### src/rtl/scan_addr_gen_if.sv
// scan_addr_gen_if: control/status bundle between a scan controller and
// scan_addr_gen. The controller (master) drives the scan configuration and
// start/stop; the generator (slave) returns the decoder select and status
// pulses.
interface scan_addr_gen_if #(
  parameter int DWELL_W = 8
);
  // Control, driven by the scan controller
  logic               START;
  logic               STOP;
  logic               DIR;
  logic               LOOP;
  logic               BOUNCE;
  logic [DWELL_W-1:0] DWELL;

  // Status and address, driven by the generator
  logic               A2;
  logic               A1;
  logic               A0;
  logic               BUSY;
  logic               STEP;
  logic               DONE;

  modport master (
    output START, STOP, DIR, LOOP, BOUNCE, DWELL,
    input  A2, A1, A0, BUSY, STEP, DONE
  );

  modport slave (
    input  START, STOP, DIR, LOOP, BOUNCE, DWELL,
    output A2, A1, A0, BUSY, STEP, DONE
  );
endinterface

### src/rtl/scan_addr_gen.sv
// scan_addr_gen: 3-bit scan address generator feeding a 3-to-8 decoder.
// The address steps 0..7 or 7..0, holding each value for DWELL+1 cycles.
// A scan runs a single pass or loops, and STEP/DONE pulse on each advance
// and at each end of pass.
// Optional feature macro: PINGPONG_EN. When it is defined, a latched
// BOUNCE=1 reverses direction at the far end, so a pass runs out and back.
// When it is undefined, BOUNCE is ignored and no reversal logic exists.
module scan_addr_gen #(
  parameter int DWELL_W = 8
) (
  input  logic           CLK,
  input  logic           RST,
  scan_addr_gen_if.slave bus
);

  typedef enum logic {
    IDLE = 1'b0,
    RUN  = 1'b1
  } state_t;

  state_t             state_q, state_d;
  logic [2:0]         addr_q,  addr_d;
  logic [DWELL_W-1:0] cnt_q,   cnt_d;
  logic [DWELL_W-1:0] dwell_q, dwell_d;
  logic               dir_q,   dir_d;   // current direction, 1 = down
  logic               loop_q,  loop_d;
  logic               step_q,  step_d;
  logic               done_q,  done_d;

`ifdef PINGPONG_EN
  logic               bounce_q, bounce_d;
  logic               turned_q, turned_d; // far-end turnaround already taken
`else
  // BOUNCE has no effect in this build.
  logic               unused_bounce;
  assign unused_bounce = bus.BOUNCE;
`endif

  logic               at_end;     // current address is last in current direction
  logic [2:0]         fwd_addr;   // one step in current direction (3-bit wrap)
  logic [2:0]         rev_addr;   // one step against current direction

  assign at_end   = dir_q ? (addr_q == 3'd0) : (addr_q == 3'd7);
  assign fwd_addr = dir_q ? (addr_q - 3'd1) : (addr_q + 3'd1);
  assign rev_addr = dir_q ? (addr_q + 3'd1) : (addr_q - 3'd1);

  // State and datapath registers, synchronous active-high reset.
  // NOTE: sequential state uses non-blocking assignments so every register
  // samples the previous cycle's values, independent of statement order.
  always_ff @(posedge CLK) begin
    if (RST) begin
      state_q  <= IDLE;
      addr_q   <= 3'd0;
      cnt_q    <= '0;
      dwell_q  <= '0;
      dir_q    <= 1'b0;
      loop_q   <= 1'b0;
      step_q   <= 1'b0;
      done_q   <= 1'b0;
`ifdef PINGPONG_EN
      bounce_q <= 1'b0;
      turned_q <= 1'b0;
`endif
    end else begin
      state_q  <= state_d;
      addr_q   <= addr_d;
      cnt_q    <= cnt_d;
      dwell_q  <= dwell_d;
      dir_q    <= dir_d;
      loop_q   <= loop_d;
      step_q   <= step_d;
      done_q   <= done_d;
`ifdef PINGPONG_EN
      bounce_q <= bounce_d;
      turned_q <= turned_d;
`endif
    end
  end

  // Next-state, dwell counting and address advance.
  // NOTE: every signal gets a hold/idle default before the case so no path
  // leaves one unassigned, which would infer a latch.
  always_comb begin
    state_d  = state_q;
    addr_d   = addr_q;
    cnt_d    = cnt_q;
    dwell_d  = dwell_q;
    dir_d    = dir_q;
    loop_d   = loop_q;
    step_d   = 1'b0;
    done_d   = 1'b0;
`ifdef PINGPONG_EN
    bounce_d = bounce_q;
    turned_d = turned_q;
`endif

    unique case (state_q)
      IDLE: begin
        // STOP alongside START keeps the generator idle.
        if (bus.START && !bus.STOP) begin
          dir_d    = bus.DIR;
          loop_d   = bus.LOOP;
          dwell_d  = bus.DWELL;
          addr_d   = bus.DIR ? 3'd7 : 3'd0;
          cnt_d    = '0;
          state_d  = RUN;
`ifdef PINGPONG_EN
          bounce_d = bus.BOUNCE;
          turned_d = 1'b0;
`endif
        end
      end

      RUN: begin
        if (bus.STOP) begin
          // Abort wins over a coincident dwell expiry: address frozen.
          state_d = IDLE;
        end else if (cnt_q != dwell_q) begin
          cnt_d = cnt_q + DWELL_W'(1);
        end else begin
          cnt_d = '0;
          if (!at_end) begin
            addr_d = fwd_addr;
            step_d = 1'b1;
`ifdef PINGPONG_EN
          end else if (bounce_q && !turned_q) begin
            // Far-end turnaround: reverse, no end of pass yet.
            dir_d    = !dir_q;
            addr_d   = rev_addr;
            turned_d = 1'b1;
            step_d   = 1'b1;
`endif
          end else begin
            // End of pass.
            done_d = 1'b1;
            if (loop_q) begin
              step_d = 1'b1;
`ifdef PINGPONG_EN
              if (bounce_q) begin
                // Back at the start address: turn again, start not repeated.
                dir_d    = !dir_q;
                addr_d   = rev_addr;
                turned_d = 1'b0;
              end else begin
                addr_d = fwd_addr;
              end
`else
              addr_d = fwd_addr;
`endif
            end else begin
              state_d = IDLE;
            end
          end
        end
      end

      default: state_d = IDLE;
    endcase
  end

  assign bus.A2   = addr_q[2];
  assign bus.A1   = addr_q[1];
  assign bus.A0   = addr_q[0];
  assign bus.BUSY = (state_q == RUN);
  assign bus.STEP = step_q;
  assign bus.DONE = done_q;

endmodule

### src/flat_wrapper.sv
// flat-port wrapper written by rule: the top's interface ports become plain ports
module scan_addr_gen_flat 
#(
  parameter int DWELL_W = 8
)
  (CLK, RST, bus_START, bus_STOP, bus_DIR, bus_LOOP, bus_BOUNCE, bus_DWELL, bus_A2, bus_A1, bus_A0, bus_BUSY, bus_STEP, bus_DONE);
  scan_addr_gen_if #(.DWELL_W(DWELL_W)) bus_i ();
  input  logic CLK;
  input  logic RST;
  input wire logic [$bits(bus_i.START)-1:0] bus_START;
  input wire logic [$bits(bus_i.STOP)-1:0] bus_STOP;
  input wire logic [$bits(bus_i.DIR)-1:0] bus_DIR;
  input wire logic [$bits(bus_i.LOOP)-1:0] bus_LOOP;
  input wire logic [$bits(bus_i.BOUNCE)-1:0] bus_BOUNCE;
  input wire logic [$bits(bus_i.DWELL)-1:0] bus_DWELL;
  output wire logic [$bits(bus_i.A2)-1:0] bus_A2;
  output wire logic [$bits(bus_i.A1)-1:0] bus_A1;
  output wire logic [$bits(bus_i.A0)-1:0] bus_A0;
  output wire logic [$bits(bus_i.BUSY)-1:0] bus_BUSY;
  output wire logic [$bits(bus_i.STEP)-1:0] bus_STEP;
  output wire logic [$bits(bus_i.DONE)-1:0] bus_DONE;
  assign bus_i.START = bus_START;
  assign bus_i.STOP = bus_STOP;
  assign bus_i.DIR = bus_DIR;
  assign bus_i.LOOP = bus_LOOP;
  assign bus_i.BOUNCE = bus_BOUNCE;
  assign bus_i.DWELL = bus_DWELL;
  assign bus_A2 = bus_i.A2;
  assign bus_A1 = bus_i.A1;
  assign bus_A0 = bus_i.A0;
  assign bus_BUSY = bus_i.BUSY;
  assign bus_STEP = bus_i.STEP;
  assign bus_DONE = bus_i.DONE;
  scan_addr_gen #(.DWELL_W(DWELL_W)) u_core (.CLK(CLK), .RST(RST), .bus(bus_i));
endmodule
### config.mk
export PLATFORM = sky130hd
export DESIGN_NAME = scan_addr_gen_flat
export DESIGN_NICKNAME = d
export VERILOG_FILES = /design/src/rtl/scan_addr_gen_if.sv /design/src/rtl/scan_addr_gen.sv /design/src/flat_wrapper.sv
export SDC_FILE = /design/constraint.sdc
export NUM_CORES = 1
export LEC_CHECK = 0
export BUFFER_PORTS_ARGS = -buffer_cell sky130_fd_sc_hd__buf_4
export CAP_MARGIN = 20
export CORE_UTILIZATION = 27
export DETAILED_ROUTE_END_ITERATION = 6
export SYNTH_ARGS = -nofsm -noshare
export SYNTH_HDL_FRONTEND = slang
export SYNTH_SLANG_ARGS = --single-unit
### constraint.sdc
create_clock -name CLK -period 4.5 [get_ports CLK]
set_input_delay 0.225 -clock CLK [delete_from_list [all_inputs] [get_ports CLK]]
set_output_delay 0.225 -clock CLK [all_outputs]
set_load 0.005 [all_outputs]
# ---- Yosys cells after proc, flatten, opt, wreduce, memory -nomap -nowiden
# Cells that the tools add are included.
# Widths: inputs -> output; s select.
dict set report word_totals {
  register_bits 24
  output_inout_bits 6
  elab_cells 45
}
dict set report classes {
  add_sub_neg 3
  eq_ne 6
  muxes 20
  n_bitwise 1
  n_reduce_logical 7
}
# operator count
set ops {}
lappend ops {{$mux 8} 3}
lappend ops {{$mux 3} 7}
lappend ops {{$pmux 8 s2} 1}
lappend ops {{$add 8x1->8 const B} 1}
lappend ops {{$ne 8x8->1} 1}
lappend ops {{$mux 1} 7}
lappend ops {{$pmux 3 s2} 1}
lappend ops {{$ne 2x2->1 const B} 2}
lappend ops {{$reduce_and 2->1} 2}
lappend ops {{$reduce_and 4->1} 1}
lappend ops {{$reduce_or 4->1} 1}
lappend ops {{$add 3x1->3 const B} 1}
lappend ops {{$eq 3x3->1 const B} 1}
lappend ops {{$logic_not 3->1} 1}
lappend ops {{$ne 3x3->1 const B} 1}
lappend ops {{$sub 3x1->3 const B} 1}
lappend ops {{$ne 2x1->1 const B} 1}
lappend ops {{$pmux 1 s2} 1}
lappend ops {{$logic_and 1x1->1} 1}
lappend ops {{$logic_not 1->1} 1}
lappend ops {{$not 1->1} 1}

# ---- Depth between registers and ports, before layout
dict set report depth {
  ltp_word 7
  ltp_mapped 6
}

# ---- Worst setup path after synthesis
# No wires, ideal clock.
dict set report synth_timing {
  kind {reg2reg}
  from {register u_core.cnt_q[3]}
  to {register u_core.addr_q[1]}
  arrival_ps 1716
  t_required_ps 4379
  setup_slack_ps 2664
  path_stages_with_launch 7
  path_cell_list {dfxtp_1 > buf_6 > xor2_1 > nor4_4 > nand2_2 > o31ai_1 > mux2_2}
}
dict set report synth_between {
  elab_chain_len 3
}
# element line_no
set synth_lines {}
lappend synth_lines {{start: declaration} scan_addr_gen.sv:23} ;# logic [DWELL_W-1:0] cnt_q, cnt_d;
lappend synth_lines {{start signal: assignment} scan_addr_gen.sv:67} ;# cnt_q <= cnt_d;
lappend synth_lines {{$ne 8x8->1} scan_addr_gen.sv:118} ;# end else if (cnt_q != dwell_q) begin
lappend synth_lines {{$ne 2x2->1 (no source line)} -}
lappend synth_lines {{$reduce_and 4->1 (no source line)} -}
lappend synth_lines {{end signal: assignment} scan_addr_gen.sv:66} ;# addr_q <= addr_d;
lappend synth_lines {{end: declaration} scan_addr_gen.sv:22} ;# logic [2:0] addr_q, addr_d;
# No other way between the ends.
# A chain may end at the register's enable or synchronous reset.

# ---- Final worst setup path
dict set report layout_timing {
  from {register u_core.cnt_q[0]}
  to {register u_core.addr_q[2]}
}
# The elaborated chain is that of the path after synthesis.

==> results.py <==
metrics = {
    "final_layout": {
        "diodes": 0,
        "layout-drive-gt1-share": 0.176,
        "nets": 172,
        "utilization": 0.338,
        "area_growth_pct": 19.2,
    },
    "place": {
        "hpwl_um": 1730,
        "dp_slack_ns": 2.43,
        "port_buffers": 19,
        "routabilityCongestion": 0.764,
    },
    "critical_path": {
        "arrival_ns": 2.23,
        "endpoint_kind": "flip-flop",
        "required_ns": 4.66,
        "critPathMaxFanout": 9,
        "cp_slowest_stage_delay_ns": 0.44,
        "cpMaxStageDelayCell": "o31ai_1",
        "path_class": "reg -> reg",
        "worst_setup_path_start_kind": "flip-flop",
        "cp_cell_sequence": "xor2_1 -> nor4_1 -> nand2_2 -> o31ai_1 -> mux2_2",
    },
    "logic_synthesis": {
        "ys.flop_type": "dfxtp_1",
        "yosysUniqueCellTypes": 34,
        "synth_area_leader_cell": "dfxtp_1",
        "ys_async_sr_fraction": 0,
        "synth.top_cells.by_count": "dfxtp_1, nand2_1, a21oi_1",
        "netlist_instances": 136,
        "synthTopCellsByArea": "dfxtp_1, nand2_1, a21oi_1",
        "ys_seq_area_frac": 0.418,
        "synth_top_area_frac": 0.418,
        "syn_area_per_cell_um2": 8.45,
        "ys.warnings.count": 0,
        "synth-seq-cells": 24,
        "syn-num-nets": 153,
        "synth.cell_area_um2": 1150,
        "synth_edf_count": 0,
    },
    "die": {
        "die-height_um": 67.3,
        "coreArea_um2": 4060,
        "io_pins": 21,
        "die_width_um": 67.3,
        "rows": 23,
        "die_area_um2": 4520,
        "start_util": 0.283,
    },
    "global_route": {
        "grt_pass1_vias": 908,
        "antenna_found_initial": 0,
        "grt_use_total": 0.121,
        "grt_pass1_wl_um": 4080,
        "gr-total-overflow": 0,
        "grt_max_degree": 21,
    },
    "power": {
        "p_total_uw": 420,
        "power_switching_uw": 108,
        "combPwrFrac": 0.156,
        "powerDensity_nw_per_um2": 307,
        "p_sw_frac": 0.257,
        "internal_power_uw": 312,
        "ir_worst_vdd_mv": 0.119,
        "p_leak_nw": 0.539,
        "seq_power_share": 0.547,
        "pwr-share-clk": 0.297,
    },
    "sta": {
        "worst_pin_slew_ns": 0.757,
        "fin_crit_sh": 0.459,
        "setup_tns_ns": 0,
        "slew_headroom": 0.494,
        "finClkSkew_ns": 0.00246,
        "rsz0062_at_grt": "false",
        "setup_slack_ns": 2.43,
        "hold_violations": 0,
        "fmax_mhz": 484,
        "drv_slew": 0,
        "fin_crit_ns": 2.07,
        "final-setup-viol-count": 0,
    },
    "clock_network": {
        "clk_pin_slew_worst_paths_ns": 0.08,
        "cts_made_buffers": 3,
        "clock-sinks": 24,
        "postCtsSetupBuffers": 0,
        "htreeDepth": 1,
        "cts_resized": 0,
        "cts_buffer_depth": 2,
        "cts_tree": "done",
        "cts_root_buffer": "clkbuf_8",
        "cts_hold_buf": 0,
        "clk_latency_ns": 0.26,
    },
    "detailed_routing": {
        "wl_per_cell_um": 11.5,
        "drt_pass1_iterations": 4,
        "drt_iter0_drc": 37,
        "vias": 963,
        "detail_route.wirelength_um": 2340,
        "drc": 0,
        "ant_nets": 0,
        "via_per_inst": 4.74,
    },
    "outcome": {
        "outcome": "complete, no violations",
    },
    "worst_hold_path": {
        "hold_path.class": "in -> reg",
    },
    "job": {
        "drv_cap": 0,
    },
}
-- power groups by stage --
stage / logic (mW) / clock network (mW) / registers [mW]
CTS: 0.0670 / 0.129 / 0.230
floorplan: 0.0436 / 0 / 0.234
finish: 0.0654 / 0.125 / 0.230
global route: 0.0737 / 0.142 / 0.232
global placement: 0.0663 / 0 / 0.235
detailed placement: 0.0669 / 0 / 0.235
-- cell families after synthesis --
kind of cell             count (synthesis)  synth area share
buffers and inverters                    9            0.0359
adder cells (fa/ha/maj)                  2            0.0283
flip-flops                              24             0.418
AO/OA/AOI/OAI                           37             0.193
AND/OR/NAND/NOR                         52             0.230
XOR/XNOR                                10            0.0762
multiplexers                             2            0.0196
-- sequential cells by signal, indices dropped and copies added, names as in the netlist --
signal / count
u_core.dir_q: 1
u_core.cnt_q: 8
u_core.loop_q: 1
u_core.bus.DONE: 1
u_core.bus.BUSY: 1
u_core.dwell_q: 8
u_core.addr_q: 3
u_core.bus.STEP: 1
-- worst max-delay path: cells and delay by family, from the launching register on --
family | cells | cell delay [ns]
AO/OA/AOI/OAI | 1 | 0.44
XOR/XNOR | 1 | 0.17
flip-flops | 1 | 0.35
multiplexers | 1 | 0.38
AND/OR/NAND/NOR | 2 | 0.63
-- stage by stage --
step	hold slack (ns)	cells	cell area, um2
final	0.202	203	1370
after CTS	0.198	203	1370
after global placement	0.459	200	1330
after floorplan	0.361	136	1150
after detailed placement	0.464	200	1330
after global routing	0.194	203	1370
-- path summary, 6_finish.rpt --
check | startpoint | endpoint | slack (ns) | cells after the start
worst min-delay path | bus_LOOP | u_core.loop_q | 0.20 | 3
worst max-delay path | u_core.cnt_q[0] | u_core.addr_q[2] | 2.43 | 5
worst min register to register | u_core.dwell_q[3] | u_core.dwell_q[3] | 0.47 | 2
worst max register to register | u_core.cnt_q[0] | u_core.addr_q[2] | 2.43 | 5
-- layout by cell type (no fill, tap or decap), types with 2 or more instances in the layout --
master	instances
a31oi_1	8
xnor2_1	2
mux2_2	2
inv_1	4
nor2b_1	2
o21ai_0	3
o31ai_1	2
nor3_1	4
a32oi_1	2
a21oi_1	17
dfxtp_1	24
nand2b_1	4
o21bai_1	2
nor2_1	7
clkbuf_8	3
xor2_1	8
nand2_1	24
buf_4	19
-- layer usage --
metal | global-route usage | vias to the layer above | wire, um
met4 | 0.0559 | 0 | 43
met5 | 0 | - | 0
met1 | 0.164 | 431 | 1210
met2 | 0.189 | 16 | 1030
met3 | 0.0152 | 5 | 63
li1 | - | 511 | -
-- area by class of cell --
cell class | instances | area [um2]
clock buffer | 3 | 41.3
fill | 442 | 2690
inverter | 4 | 15.0
multi-input combinational | 103 | 628
sequential | 24 | 480
tap | 50 | 62.6
timing repair buffer | 19 | 143
Power figures use the tool's default switching activity.
